<file path="config.mk">
export PLATFORM = sky130hd
export DESIGN_NAME = mac_sequencer_flat
export DESIGN_NICKNAME = d
export VERILOG_FILES = /design/src/rtl/mac_sequencer_pkg.sv /design/src/rtl/mac_sequencer_if.sv /design/src/rtl/mac_sequencer_relu_sat.sv /design/src/rtl/mac_sequencer.sv /design/src/flat_wrapper.sv
export SDC_FILE = /design/constraint.sdc
export NUM_CORES = 1
export LEC_CHECK = 0
export BUFFER_PORTS_ARGS = -buffer_cell sky130_fd_sc_hd__buf_2
export CORE_ASPECT_RATIO = 0.9
export CORE_MARGIN = 2
export CORE_UTILIZATION = 55
export CTS_CLUSTER_DIAMETER = 60
export DETAILED_ROUTE_END_ITERATION = 10
export GPL_TIMING_DRIVEN = 0
export PLACE_DENSITY = 0.83
export SETUP_SLACK_MARGIN = 0.2
export SYNTH_ARGS = -nofsm -noshare
export SYNTH_HDL_FRONTEND = slang
export SYNTH_HIERARCHICAL = 1
export SYNTH_SLANG_ARGS = --single-unit
</file>
<file path="constraint.sdc">
create_clock -name clk -period 10 [get_ports clk]
set_clock_uncertainty 0.15 [all_clocks]
set_input_delay 1 -clock clk [delete_from_list [all_inputs] [get_ports clk]]
set_output_delay 1 -clock clk [all_outputs]
set_load 0.005 [all_outputs]
</file>
<file path="src/rtl/mac_sequencer_pkg.sv">
// Shared types and constants for the MAC operand sequencer.
package mac_pkg;

    typedef enum logic [1:0] {
        LAYER_CONV1 = 2'b00,
        LAYER_CONV2 = 2'b01,
        LAYER_FC    = 2'b10,
        LAYER_RSVD  = 2'b11
    } layer_e;

    typedef enum logic [1:0] {
        S_IDLE  = 2'd0,
        S_ISSUE = 2'd1,
        S_WAIT  = 2'd2,
        S_WRITE = 2'd3
    } state_e;

    localparam int TAPS_CONV    = 25;
    localparam int TAPS_FC      = 192;
    localparam int FRAC_BITS    = 8;
    localparam int WAIT_TIMEOUT = 64;

    function automatic logic [7:0] taps_of(layer_e l);
        return (l == LAYER_FC) ? 8'(TAPS_FC) : 8'(TAPS_CONV);
    endfunction

endpackage

</file>
<file path="src/rtl/mac_sequencer_if.sv">
// Activation/weight memory read port driven by the sequencer.
interface mac_sequencer_if #(parameter int AW = 10);
    logic                 act_rd;
    logic                 wgt_rd;
    logic [AW-1:0]        act_addr;
    logic [AW-1:0]        wgt_addr;
    logic signed [15:0]   act_data;
    logic signed [15:0]   wgt_data;

    modport master (output act_rd, wgt_rd, act_addr, wgt_addr,
                    input  act_data, wgt_data);
    modport slave  (input  act_rd, wgt_rd, act_addr, wgt_addr,
                    output act_data, wgt_data);
endinterface

</file>
<file path="src/rtl/mac_sequencer_relu_sat.sv">
// Accumulator post-processing: ReLU, drop fractional bits, saturate to int16.
module relu_sat
    import mac_pkg::*;
(
    input  logic signed [31:0] acc,
    output logic signed [15:0] res
);
    logic signed [31:0] shr;

    always_comb begin
        shr = acc >>> FRAC_BITS;
        if (acc[31])
            res = '0;
        else if (shr > 32'sd32767)
            res = 16'sh7FFF;
        else
            res = shr[15:0];
    end
endmodule

</file>
<file path="src/rtl/mac_sequencer.sv">
// Sequences im2col/FC operand reads into an external MAC and writes back
// the post-processed accumulation for each output of a job.
module mac_sequencer
    import mac_pkg::*;
#(
    parameter int AW = 10
) (
    input  logic                clk,
    input  logic                reset,
    input  logic                start,
    input  logic [1:0]          layer,
    input  logic [7:0]          num_outputs,
    input  logic [AW-1:0]       act_base,
    input  logic [AW-1:0]       wgt_base,
    input  logic [AW-1:0]       out_base,
    mac_sequencer_if.master     mem,
    output logic signed [15:0]  A,
    output logic signed [15:0]  B,
    output logic                op_valid,
    output logic                op_last,
    input  logic signed [31:0]  acc_in,
    input  logic                acc_valid,
    output logic                out_we,
    output logic [AW-1:0]       out_addr,
    output logic signed [15:0]  out_data,
    output logic                busy,
    output logic                done,
    output logic                err
);
    state_e             state, nxt;
    layer_e             layer_q;
    logic [7:0]         num_q, n_q, k_q, taps;
    logic [AW-1:0]      ab_q, wb_q, ob_q, row_q, k_ext;
    logic [5:0]         tmr_q;
    logic signed [31:0] acc_q;
    logic signed [15:0] post_res;
    logic               op_valid_q, op_last_q;
    logic               start_ok, last_tap, tmo, n_more, rd, is_fc;

    relu_sat u_post (.acc(acc_q), .res(post_res));

    assign taps     = taps_of(layer_q);
    assign last_tap = (k_q == taps - 8'd1);
    assign start_ok = start && (layer != 2'b11) && (num_outputs != 8'd0);
    assign tmo      = (tmr_q == 6'(WAIT_TIMEOUT - 1));
    assign n_more   = ({1'b0, n_q} + 9'd1) < {1'b0, num_q};
    assign is_fc    = (layer_q == LAYER_FC);
    assign k_ext    = AW'(k_q);

    always_ff @(posedge clk or negedge reset) begin
        if (!reset) state <= S_IDLE;
        else        state <= nxt;
    end

    always_comb begin
        nxt = state;
        case (state)
            S_IDLE:  if (start_ok) nxt = S_ISSUE;
            S_ISSUE: if (last_tap) nxt = S_WAIT;
            S_WAIT:  if (acc_valid) nxt = S_WRITE;
                     else if (tmo) nxt = S_IDLE;
            S_WRITE: nxt = n_more ? S_ISSUE : S_IDLE;
            default: nxt = S_IDLE;
        endcase
    end

    // Read addresses and write-back are decoded straight from state so the
    // first rd appears the cycle after start is accepted.
    always_comb begin
        rd            = (state == S_ISSUE);
        mem.act_rd    = rd;
        mem.wgt_rd    = rd;
        mem.act_addr  = rd ? ab_q + (is_fc ? k_ext : row_q + k_ext) : '0;
        mem.wgt_addr  = rd ? wb_q + (is_fc ? row_q + k_ext : k_ext) : '0;
        out_we        = (state == S_WRITE);
        out_addr      = out_we ? ob_q + AW'(n_q) : '0;
        out_data      = out_we ? post_res : '0;
        done          = out_we && !n_more;
        busy          = (state != S_IDLE);
        err           = reset && (((state == S_IDLE) && start && !start_ok) ||
                                  ((state == S_WAIT) && !acc_valid && tmo));
        op_valid      = op_valid_q;
        op_last       = op_last_q;
        A             = op_valid_q ? mem.act_data : '0;
        B             = op_valid_q ? mem.wgt_data : '0;
    end

    always_ff @(posedge clk or negedge reset) begin
        if (!reset) begin
            layer_q    <= LAYER_CONV1;
            num_q      <= '0;
            ab_q       <= '0;
            wb_q       <= '0;
            ob_q       <= '0;
            n_q        <= '0;
            k_q        <= '0;
            row_q      <= '0;
            tmr_q      <= '0;
            acc_q      <= '0;
            op_valid_q <= 1'b0;
            op_last_q  <= 1'b0;
        end else begin
            op_valid_q <= rd;
            op_last_q  <= rd && last_tap;
            case (state)
                S_IDLE: if (start_ok) begin
                    layer_q <= layer_e'(layer);
                    num_q   <= num_outputs;
                    ab_q    <= act_base;
                    wb_q    <= wgt_base;
                    ob_q    <= out_base;
                    n_q     <= '0;
                    k_q     <= '0;
                    row_q   <= '0;
                end
                S_ISSUE: begin
                    k_q   <= last_tap ? 8'd0 : k_q + 8'd1;
                    tmr_q <= '0;
                end
                S_WAIT: begin
                    tmr_q <= tmr_q + 6'd1;
                    if (acc_valid) acc_q <= acc_in;
                end
                S_WRITE: if (n_more) begin
                    n_q   <= n_q + 8'd1;
                    row_q <= row_q + AW'(taps);
                end
                default: ;
            endcase
        end
    end
endmodule

</file>
<file path="src/flat_wrapper.sv">
// flat-port wrapper written by rule: the top's interface ports become plain ports
module mac_sequencer_flat import mac_pkg::*;
#(
    parameter int AW = 10
)
  (clk, reset, start, layer, num_outputs, act_base, wgt_base, out_base, A, B, op_valid, op_last, acc_in, acc_valid, out_we, out_addr, out_data, busy, done, err, mem_act_rd, mem_wgt_rd, mem_act_addr, mem_wgt_addr, mem_act_data, mem_wgt_data);
  mac_sequencer_if #(.AW(AW)) mem_i ();
  input  logic clk;
  input  logic reset;
  input  logic start;
  input  logic [1:0] layer;
  input  logic [7:0] num_outputs;
  input  logic [AW-1:0] act_base;
  input  logic [AW-1:0] wgt_base;
  input  logic [AW-1:0] out_base;
  output logic signed [15:0] A;
  output logic signed [15:0] B;
  output logic op_valid;
  output logic op_last;
  input  logic signed [31:0] acc_in;
  input  logic acc_valid;
  output logic out_we;
  output logic [AW-1:0] out_addr;
  output logic signed [15:0] out_data;
  output logic busy;
  output logic done;
  output logic err;
  output wire logic [$bits(mem_i.act_rd)-1:0] mem_act_rd;
  output wire logic [$bits(mem_i.wgt_rd)-1:0] mem_wgt_rd;
  output wire logic [$bits(mem_i.act_addr)-1:0] mem_act_addr;
  output wire logic [$bits(mem_i.wgt_addr)-1:0] mem_wgt_addr;
  input wire logic [$bits(mem_i.act_data)-1:0] mem_act_data;
  input wire logic [$bits(mem_i.wgt_data)-1:0] mem_wgt_data;
  assign mem_act_rd = mem_i.act_rd;
  assign mem_wgt_rd = mem_i.wgt_rd;
  assign mem_act_addr = mem_i.act_addr;
  assign mem_wgt_addr = mem_i.wgt_addr;
  assign mem_i.act_data = mem_act_data;
  assign mem_i.wgt_data = mem_wgt_data;
  mac_sequencer #(.AW(AW)) u_core (.clk(clk), .reset(reset), .start(start), .layer(layer), .num_outputs(num_outputs), .act_base(act_base), .wgt_base(wgt_base), .out_base(out_base), .mem(mem_i), .A(A), .B(B), .op_valid(op_valid), .op_last(op_last), .acc_in(acc_in), .acc_valid(acc_valid), .out_we(out_we), .out_addr(out_addr), .out_data(out_data), .busy(busy), .done(done), .err(err));
endmodule
</file>
# --- Word level (Yosys, flattened, before mapping) ---
# Index checks and enable logic that the tools add are counted.
totals:
  regBits: 108
  latchBits: 0
  mem_bits_rw: 0
  rom_bits: 0
  inputBits: 108
  wordCells: 86
  memories: 0
op_classes:
  add_sub_neg: 10
  mul: 0
  div_mod_pow: 0
  order_cmp: 2
  n_eq_ne: 11
  shifts: 0
  muxes: 26
  bitwise: 0
  reduce_logical: 24
ops:
  columns: ["cell", "n"]
  rows:
  - ["2-to-1 mux 16 bit", 5]
  - ["2-to-1 mux 10 bit", 7]
  - ["2-to-1 mux 8 bit", 4]
  - ["case mux 8 bit (2 select lines)", 2]
  - ["adder 10 x 8 -> 10 bit", 3]
  - ["> comparator 24 x 16 -> 1 bit (second input constant)", 1]
  - ["adder 10 bit", 2]
  - ["case mux 10 bit (2 select lines)", 1]
  - ["adder 8 x 1 -> 8 bit (second input constant)", 2]
  - ["case mux 6 bit (2 select lines)", 1]
  - ["adder 8 x 1 -> 9 bit (second input constant)", 1]
  - ["logical AND 1 bit", 9]
  - ["less-than comparator 9 x 8 -> 1 bit", 1]
  - ["== test 8 bit", 1]
  - ["2-to-1 mux 2 bit", 4]
  - ["case mux 2 bit (4 select lines)", 1]
  - ["nonzero test 2 bit", 4]
  - ["nonzero test 8 bit", 1]
  - ["subtractor 8 x 1 -> 8 bit (second input constant)", 1]
  - ["adder 6 x 1 -> 6 bit (second input constant)", 1]
  - ["== test 2 bit (second input constant)", 3]
  - ["== test 6 bit (second input constant)", 1]
  - ["inequality test 2 x 1 -> 1 bit (second input constant)", 3]
  - ["AND reduction 2 bit", 3]
  - ["other kinds (8)", 11]

# --- Logic depth before layout (Yosys ltp) ---
# Gate-level depths: netlist of the first run.
logic_depth:
  depth_word: 7
  ltp_mapped: 16
  ltp_nobuf: 16

# --- Hierarchy ---
# Netlist of the first run, hierarchy kept.
by_module_without_submodules:
  columns: ["mod", "n_inst", "cells_each", "area_per_inst_um2", "seq_area_each_um2"]
  rows:
  - ["mac_sequencer", 1, 731, 7170.6, 2702.6]
  - ["relu_sat", 1, 37, 212.7, 0.0]

# --- Least setup slack after synthesis of the first run ---
# Ideal clock, no wire load.
synth_path:
  path_type: "reg2out"
  startpoint: "register u_core.k_q[0]"
  endpoint: "output mem_act_addr[9]"
  t_arrival_ps: 3085
  required_time_ps: 8850
  slack_ps: 5765
  stages_incl_launch_ff: 17
  n_path_buf: 0
  cell_sequence: "dfrtp_1 -> ha_1 -> inv_1 -> fa_1 -> nor2b_1 -> o21ai_1 -> a21boi_0 -> o21a_1 -> o41ai_1 -> mux2i_1 -> ha_1 -> nand2_1 -> a211o_1 -> a21oi_1 -> a211oi_1 -> and3_1 -> nor3_1"
synth_between:
  elab_chain_len: 4
synth_rtl:
  columns: ["item", "line", "text"]
  rows:
  - ["start: declaration", "mac_sequencer.sv:32", "logic [7:0] num_q, n_q, k_q, taps;"]
  - ["start signal: assignment", "mac_sequencer.sv:117", "k_q <= last_tap ? 8'd0 : k_q + 8'd1;"]
  - ["adder 10 x 8 -> 10 bit", "mac_sequencer.sv:73", "mem.act_addr = rd ? ab_q + (is_fc ? k_ext : row_q + k_ext) : '0;"]
  - ["2-to-1 mux 10 bit (*)", "mac_sequencer.sv:73", null]
  - ["adder 10 bit (*)", "mac_sequencer.sv:73", null]
  - ["2-to-1 mux 10 bit (*)", "mac_sequencer.sv:73", null]
  - ["end: declaration", "flat_wrapper.sv:30", "output wire logic [$bits(mem_i.act_addr)-1:0] mem_act_addr;"]
# Every way passes the cells marked *; elsewhere a longest branch is shown, timed or not.

# --- Worst setup path after layout of the first run ---
# Same ends and word-level chain as after synthesis.

==> flow_summary.yaml, run 1 <==
timing:
  max_freq_ghz: 0.189
  holdWs_ps: 357
  tns_ps: 0
  tightest_slew_ps: 762
  fin_crit_ps: 5280
  setup_ws_ps: 4720
  max_slew_margin_pct: 49.2
  drv_slew: 0
  finalHoldViolCount: 0
  rsz0062_at_grt: "no"
  finalCritPeriodShare_pct: 52.8
  final-setup-viol-count: 0
setup_path:
  crit_family: "compound AO/OA/AOI/OAI gates"
  cp_num_buf_inv: 2
  crit_path_start: "u_core/k_q[0]$_DFFE_PN0P_"
  crit_top_cell: "ha_1"
  crit_fanout: 8
  critPathArrivalTime_ps: 4130
  r2r_start: "u_core/n_q[1]$_DFFE_PN0P_"
  setup.worst_path.start_class: "register"
  path_class: "reg2out"
  cpPeakStageDelay_ps: 590
  worstPathCellList: "ha_1 > inv_1 > fa_1 > nor2b_1 > o21ai_1 > a21boi_0 > o21a_1 > o41ai_1 > mux2i_1 > ha_1 > nand2_1 > a211o_1 > a21oi_1 > a211oi_1 > and3_1 > nor3_1 > buf_2"
  critPathCaptureType: "primary output"
  cp_slowest_cell: "o41ai_1"
  required_ps: 8850
clock_tree:
  cts_tree: "yes"
  clk-insertion-delay-late_ps: 360
  cts_made_buffers: 9
  cts.sinks: 100
  htreeDepth: 3
  hold_buffers: 0
  path_clk_slew_ps: 70
  clock_path_buffers: 2
  root_buffer: "clkbuf_16"
  postCtsSetupRepairBufs: 0
  cts_resized: 0
routing:
  routedWlPerCell_um: 15.7
  vias: 6293
  drtPass1Iterations: 5
  drt_iter0_markers: 388
  ant_nets: 0
  route.detailed.drc: 0
  avgViaCountPerCell: 5.63
  routed_wl_um: 17500
pwr:
  power.total_mw: 2.55
  cellLeakagePower_nw: 4.37
  powerDensity_nw_per_um2: 298
  ir_drop_mv: 0.215
finish:
  nFillCells: 1008
  regArea_sq_um: 2500
  insertedDiodeCount: 0
  final_common_cell: "buf_2"
  multi_input_area_sq_um: 4240
  layout.nets: 1117
  layout_common_cells: "buf_2, dfrtp_1, mux2_2"
  drive_above_1_share_pct: 30.1
  syn2layout_area_growth_pct: 20.6
global_route:
  grt-ovfl-total: 0
  grt_use_total_pct: 25.9
  grt.busiest_layer: "met2"
  grt_start_max_net_pins: 56
  grt_pass1_wl_um: 28100
  grtUsageMet1_pct: 33.7
  grt_pass1_vias: 5829
  met2_usage_pct: 43.5
  grt_antenna_before_repair: 0
  met3_usage_pct: 5.79
floorplan:
  ioPinCount: 194
  start_util_pct: 56.1
  fp.dieH_um: 112
  dieArea_sq_um: 13800
  core_area_sq_um: 12600
  num_rows: 39
  die_w_um: 124
synth:
  synth_area_per_cell_sq_um: 9.43
  syn_nets: 921
  syn-cell-area_sq_um: 7090
  synth_cells: 752
  yosys_warnings: 6
place:
  hpwlAfterDp_um: 13300
  place_ws_ps: 5210
  port_buffers: 184
  gp_congestion: 0.906
hold_path:
  hold_path_class: "reg2reg"
  hold_start: "u_core/layer_q[0]$_DFFE_PN0P_"
run_status:
  status: "finished clean"
flow_run:
  maxCapViolCount: 0
layer usage:
layer | wire (um) | vias to the layer above | share of wire [%]
met3 | 1190 | 13 | 6.8
met1 | 7620 | 3007 | 44
met5 | 0 | - | 0
li1 | - | 3072 | -
met2 | 8490 | 201 | 48
met4 | 211 | 0 | 1.2
power breakdown:
| part | switching, mW | total, mW | internal [mW] |
|---|---|---|---|
| Clock | 0.169 | 0.367 | 0.198 |
| Sequential | 0.137 | 0.710 | 0.573 |
| Combinational | 0.785 | 1.47 | 0.684 |
| Total | 1.09 | 2.55 | 1.46 |
stage by stage:
step | instance area, sq um | std cells | util, %
after CTS | 8560 | 1117 | 67.7
after global routing | 8560 | 1117 | 67.7
after detailed placement | 8250 | 1101 | 65.3
after global placement | 8220 | 1100 | 65.0
final | 8560 | 1117 | 67.7
after floorplan | 7090 | 752 | -
layout make-up:
type | instances | area share (%)
Buffer | 29 | 1.64
Clock buffer | 9 | 2.63
Clock inverter | 7 | 0.951
Inverter | 56 | 2.46
Multi-Input combinational cell | 567 | 49.6
Sequential cell | 100 | 29.2
Tap cell | 164 | 2.40
Timing Repair Buffer | 185 | 11.1
flip-flops by register name, indices dropped and copies added, names as in the netlist:
register / flops
u_core/acc_q: 24
u_core/ab_q: 10
u_core/ob_q: 10
u_core/row_q: 10
u_core/wb_q: 10
u_core/k_q: 8
u_core/n_q: 8
u_core/num_q: 8
u_core/tmr_q: 6
u_core/layer_q: 2
u_core/state: 2
u_core/op_last: 1
u_core/op_valid: 1
worst paths after layout:
check,slack (ps),end,cells past startpoint
setup / recovery,4720,mem_act_addr[9],17
hold / removal,360,u_core/layer_q[0]$_DFFE_PN0P_,1
setup reg to reg,6520,u_core/n_q[4]$_DFFE_PN0P_,12
hold reg to reg,360,u_core/layer_q[0]$_DFFE_PN0P_,1
max in group asynchronous,8490,u_core/n_q[7]$_DFFE_PN0P_,2
min in group asynchronous,500,u_core/ab_q[1]$_DFFE_PN0P_,1
Note: power is estimated with default switching activity, not from simulation.
==> inputs of run 2 (changes only) <==
--- a/config.mk
+++ b/config.mk
@@ -5,14 +5,15 @@
 export SDC_FILE = /design/constraint.sdc
 export NUM_CORES = 1
 export LEC_CHECK = 0
+export ABC_AREA = 1
 export BUFFER_PORTS_ARGS = -buffer_cell sky130_fd_sc_hd__buf_2
 export CORE_ASPECT_RATIO = 0.9
 export CORE_MARGIN = 2
-export CORE_UTILIZATION = 55
+export CORE_UTILIZATION = 49
 export CTS_CLUSTER_DIAMETER = 60
 export DETAILED_ROUTE_END_ITERATION = 10
 export GPL_TIMING_DRIVEN = 0
-export PLACE_DENSITY = 0.83
+export PLACE_DENSITY = 0.77
 export SETUP_SLACK_MARGIN = 0.2
 export SYNTH_ARGS = -nofsm -noshare
 export SYNTH_HDL_FRONTEND = slang
==> constraint.sdc (replaced) <==
create_clock -name clk -period 4.2 [get_ports clk]
set_clock_uncertainty 0.15 [all_clocks]
set_input_delay 0.42 -clock clk [delete_from_list [all_inputs] [get_ports clk]]
set_output_delay 0.42 -clock clk [all_outputs]
set_load 0.005 [all_outputs]
==> flow_summary.yaml, run 2 <==
timing:
  max_freq_ghz: 0.259
  setup_ws_ps: 336
  fin_crit_ps: 3860
  finalCritPeriodShare_pct: 92.0
  tightest_slew_ps: 639
  tns_ps: 0
  max_slew_margin_pct: 57.4
  finalHoldViolCount: 0
  final-setup-viol-count: 0
  rsz0062_at_grt: "yes"
  drv_slew: 0
finish:
  nFillCells: 1339
  largest_register_ffs: 24
  drive_above_1_share_pct: 21.5
  fin_util_pct: 62.3
  fin_cells: 1484
  layout_common_cells: "nand2_1, buf_2, inv_1"
  top_register: "u_core/acc_q"
  insertedDiodeCount: 0
  final_common_cell: "nand2_1"
  layout.nets: 1450
  syn2layout_area_growth_pct: 24.4
synth:
  synth_area_per_cell_sq_um: 6.89
  yosys_warnings: 6
  synth_cells: 1070
  syn_nets: 1239
  syn-cell-area_sq_um: 7370
hold_path:
  hold_start: "acc_in[30]"
  hold_end: "u_core/acc_q[30]$_DFFE_PN0P_"
  hold_path_depth: 3
  hold_path_class: "in2reg"
routing:
  routedWlPerCell_um: 13.8
  avgViaCountPerCell: 5.13
  vias: 7609
  route.detailed.drc: 0
  ant_nets: 0
  drt_iter0_markers: 589
  drtPass1Iterations: 5
  routed_wl_um: 20500
clock_tree:
  clock_path_buffers: 2
  root_buffer: "clkbuf_16"
  cts_made_buffers: 9
  cts.sinks: 100
  cts_tree: "yes"
  clk-insertion-delay-late_ps: 360
  htreeDepth: 3
  path_clk_slew_ps: 80
pwr:
  clock_power_share_pct: 14.7
  combPwrFrac_pct: 57.9
  p_sw_share_pct: 47.8
  power.total_mw: 5.78
  ir_drop_mv: 0.339
  cellLeakagePower_nw: 5.36
  intPower_mw: 3.02
  p_seq_share_pct: 27.4
  powerDensity_nw_per_um2: 630
  p_switching_mw: 2.77
global_route:
  grt_pass1_vias: 6843
  grt_pass1_wl_um: 32400
  grt_start_max_net_pins: 59
  grt_antenna_before_repair: 0
  grt-ovfl-total: 0
  grt_use_total_pct: 25.0
floorplan:
  start_util_pct: 50.1
  fp.dieH_um: 120
  dieArea_sq_um: 16000
  ioPinCount: 194
  core_area_sq_um: 14700
  die_w_um: 133
  num_rows: 42
place:
  port_buffers: 184
  gp_congestion: 0.891
  hpwlAfterDp_um: 15400
  dp.cells: 1453
  place_ws_ps: 371
setup_path:
  cp_num_buf_inv: 3
  path_class: "reg2out"
  worstReg2RegEnd: "u_core/row_q[3]$_DFFE_PN0P_"
  crit_fanout: 4
  critPathArrivalTime_ps: 3290
  r2r_slack_ps: 1430
  setup.worst_path.start_class: "register"
  worstRegToRegCells: 15
  r2r_start: "u_core/n_q[0]$_DFFE_PN0P_"
  required_ps: 3630
  critPathCaptureType: "primary output"
  cp_slowest_cell: "dfrtp_1"
  worstPathCellList: "ha_4 > inv_2 > fa_2 > o21ai_4 > a21oi_2 > o21ai_1 > xnor2_1 > o21ai_2 > ha_4 > inv_1 > o21ai_1 > o21bai_1 > o21ai_0 > a21oi_1 > buf_2"
  cpPeakStageDelay_ps: 420
  crit_family: "compound AO/OA/AOI/OAI gates"
flow_run:
  maxCapViolCount: 0
run_status:
  status: "finished clean"
==> run 2: power by group through the flow <==
| stage | Combinational (mW) | Clock, mW | Sequential (mW) |
|---|---|---|---|
| global route | 3.77 | 0.906 | 1.63 |
| detailed placement | 3.07 | 0 | 1.58 |
| global placement | 3.00 | 0 | 1.58 |
| CTS | 3.14 | 0.863 | 1.57 |
| floorplan | 2.12 | 0 | 1.51 |
| finish | 3.35 | 0.850 | 1.58 |
==> run 2: metrics by stage <==
stage	cell area (sq um)	hold WS (ps)
after global routing	9170	94.1
after global placement	8540	313
final	9170	94.4
after detailed placement	8570	315
after floorplan	7370	-25.6
after CTS	8930	86.5
==> run 2: timing repair <==
item	4_1_cts	5_1_grt
pin swaps	2	21
hold buffers	1	0
endpoints found under the setup margin	7	11
setup buffers	3	11
endpoints found under the hold margin	43	0
gates resized for setup	12	34
==> run 2: cell type report <==
type	count	area (sq um)	share of cell area [%]
Multi-Input combinational cell	768	4250	46.4
Clock buffer	9	225	2.46
Tap cell	198	248	2.70
Clock inverter	7	75.1	0.818
Inverter	169	634	6.92
Timing Repair Buffer	200	1070	11.6
Sequential cell	100	2510	27.3
Buffer	33	165	1.80
==> run 2: worst reg2reg max path, cell delays in order (launching register included) <==
cell and delay, ps:
dfrtp_1 480, ha_1 270, and3_4 200, xnor2_1 130, inv_1 90, ha_1 310
a21o_1 180, a31oi_1 140, nor2_1 70, nor2_2 90, nand2_2 100, nand2_4 90
nand2_4 90, buf_6 180, nand2_1 60, nand2_1 50
==> run 2: worst max-delay path by stage <==
stage                     cells after the start                           from         endpoint
after floorplan                              11      u_core/k_q[0]$_DFFE_PN0P_  mem_wgt_addr[6]
after global placement                       15  u_core/layer_q[0]$_DFFE_PN0P_  mem_act_addr[6]
after detailed placement                     17      u_core/k_q[0]$_DFFE_PN0P_  mem_act_addr[9]
after CTS                                    15  u_core/layer_q[0]$_DFFE_PN0P_  mem_act_addr[6]
after global routing                         20    u_core/row_q[2]$_DFFE_PN0P_  mem_act_addr[9]
final                                        15    u_core/row_q[0]$_DFFE_PN0P_  mem_act_addr[7]
==> run 2: layer usage <==
layer	vias to the layer above	share of wire [%]	GRT usage (%)
met2	279	47	40.9
met4	0	1.7	7.05
met3	29	6.9	4.53
li1	3803	-	-
met5	-	0	0
met1	3498	45	34.3
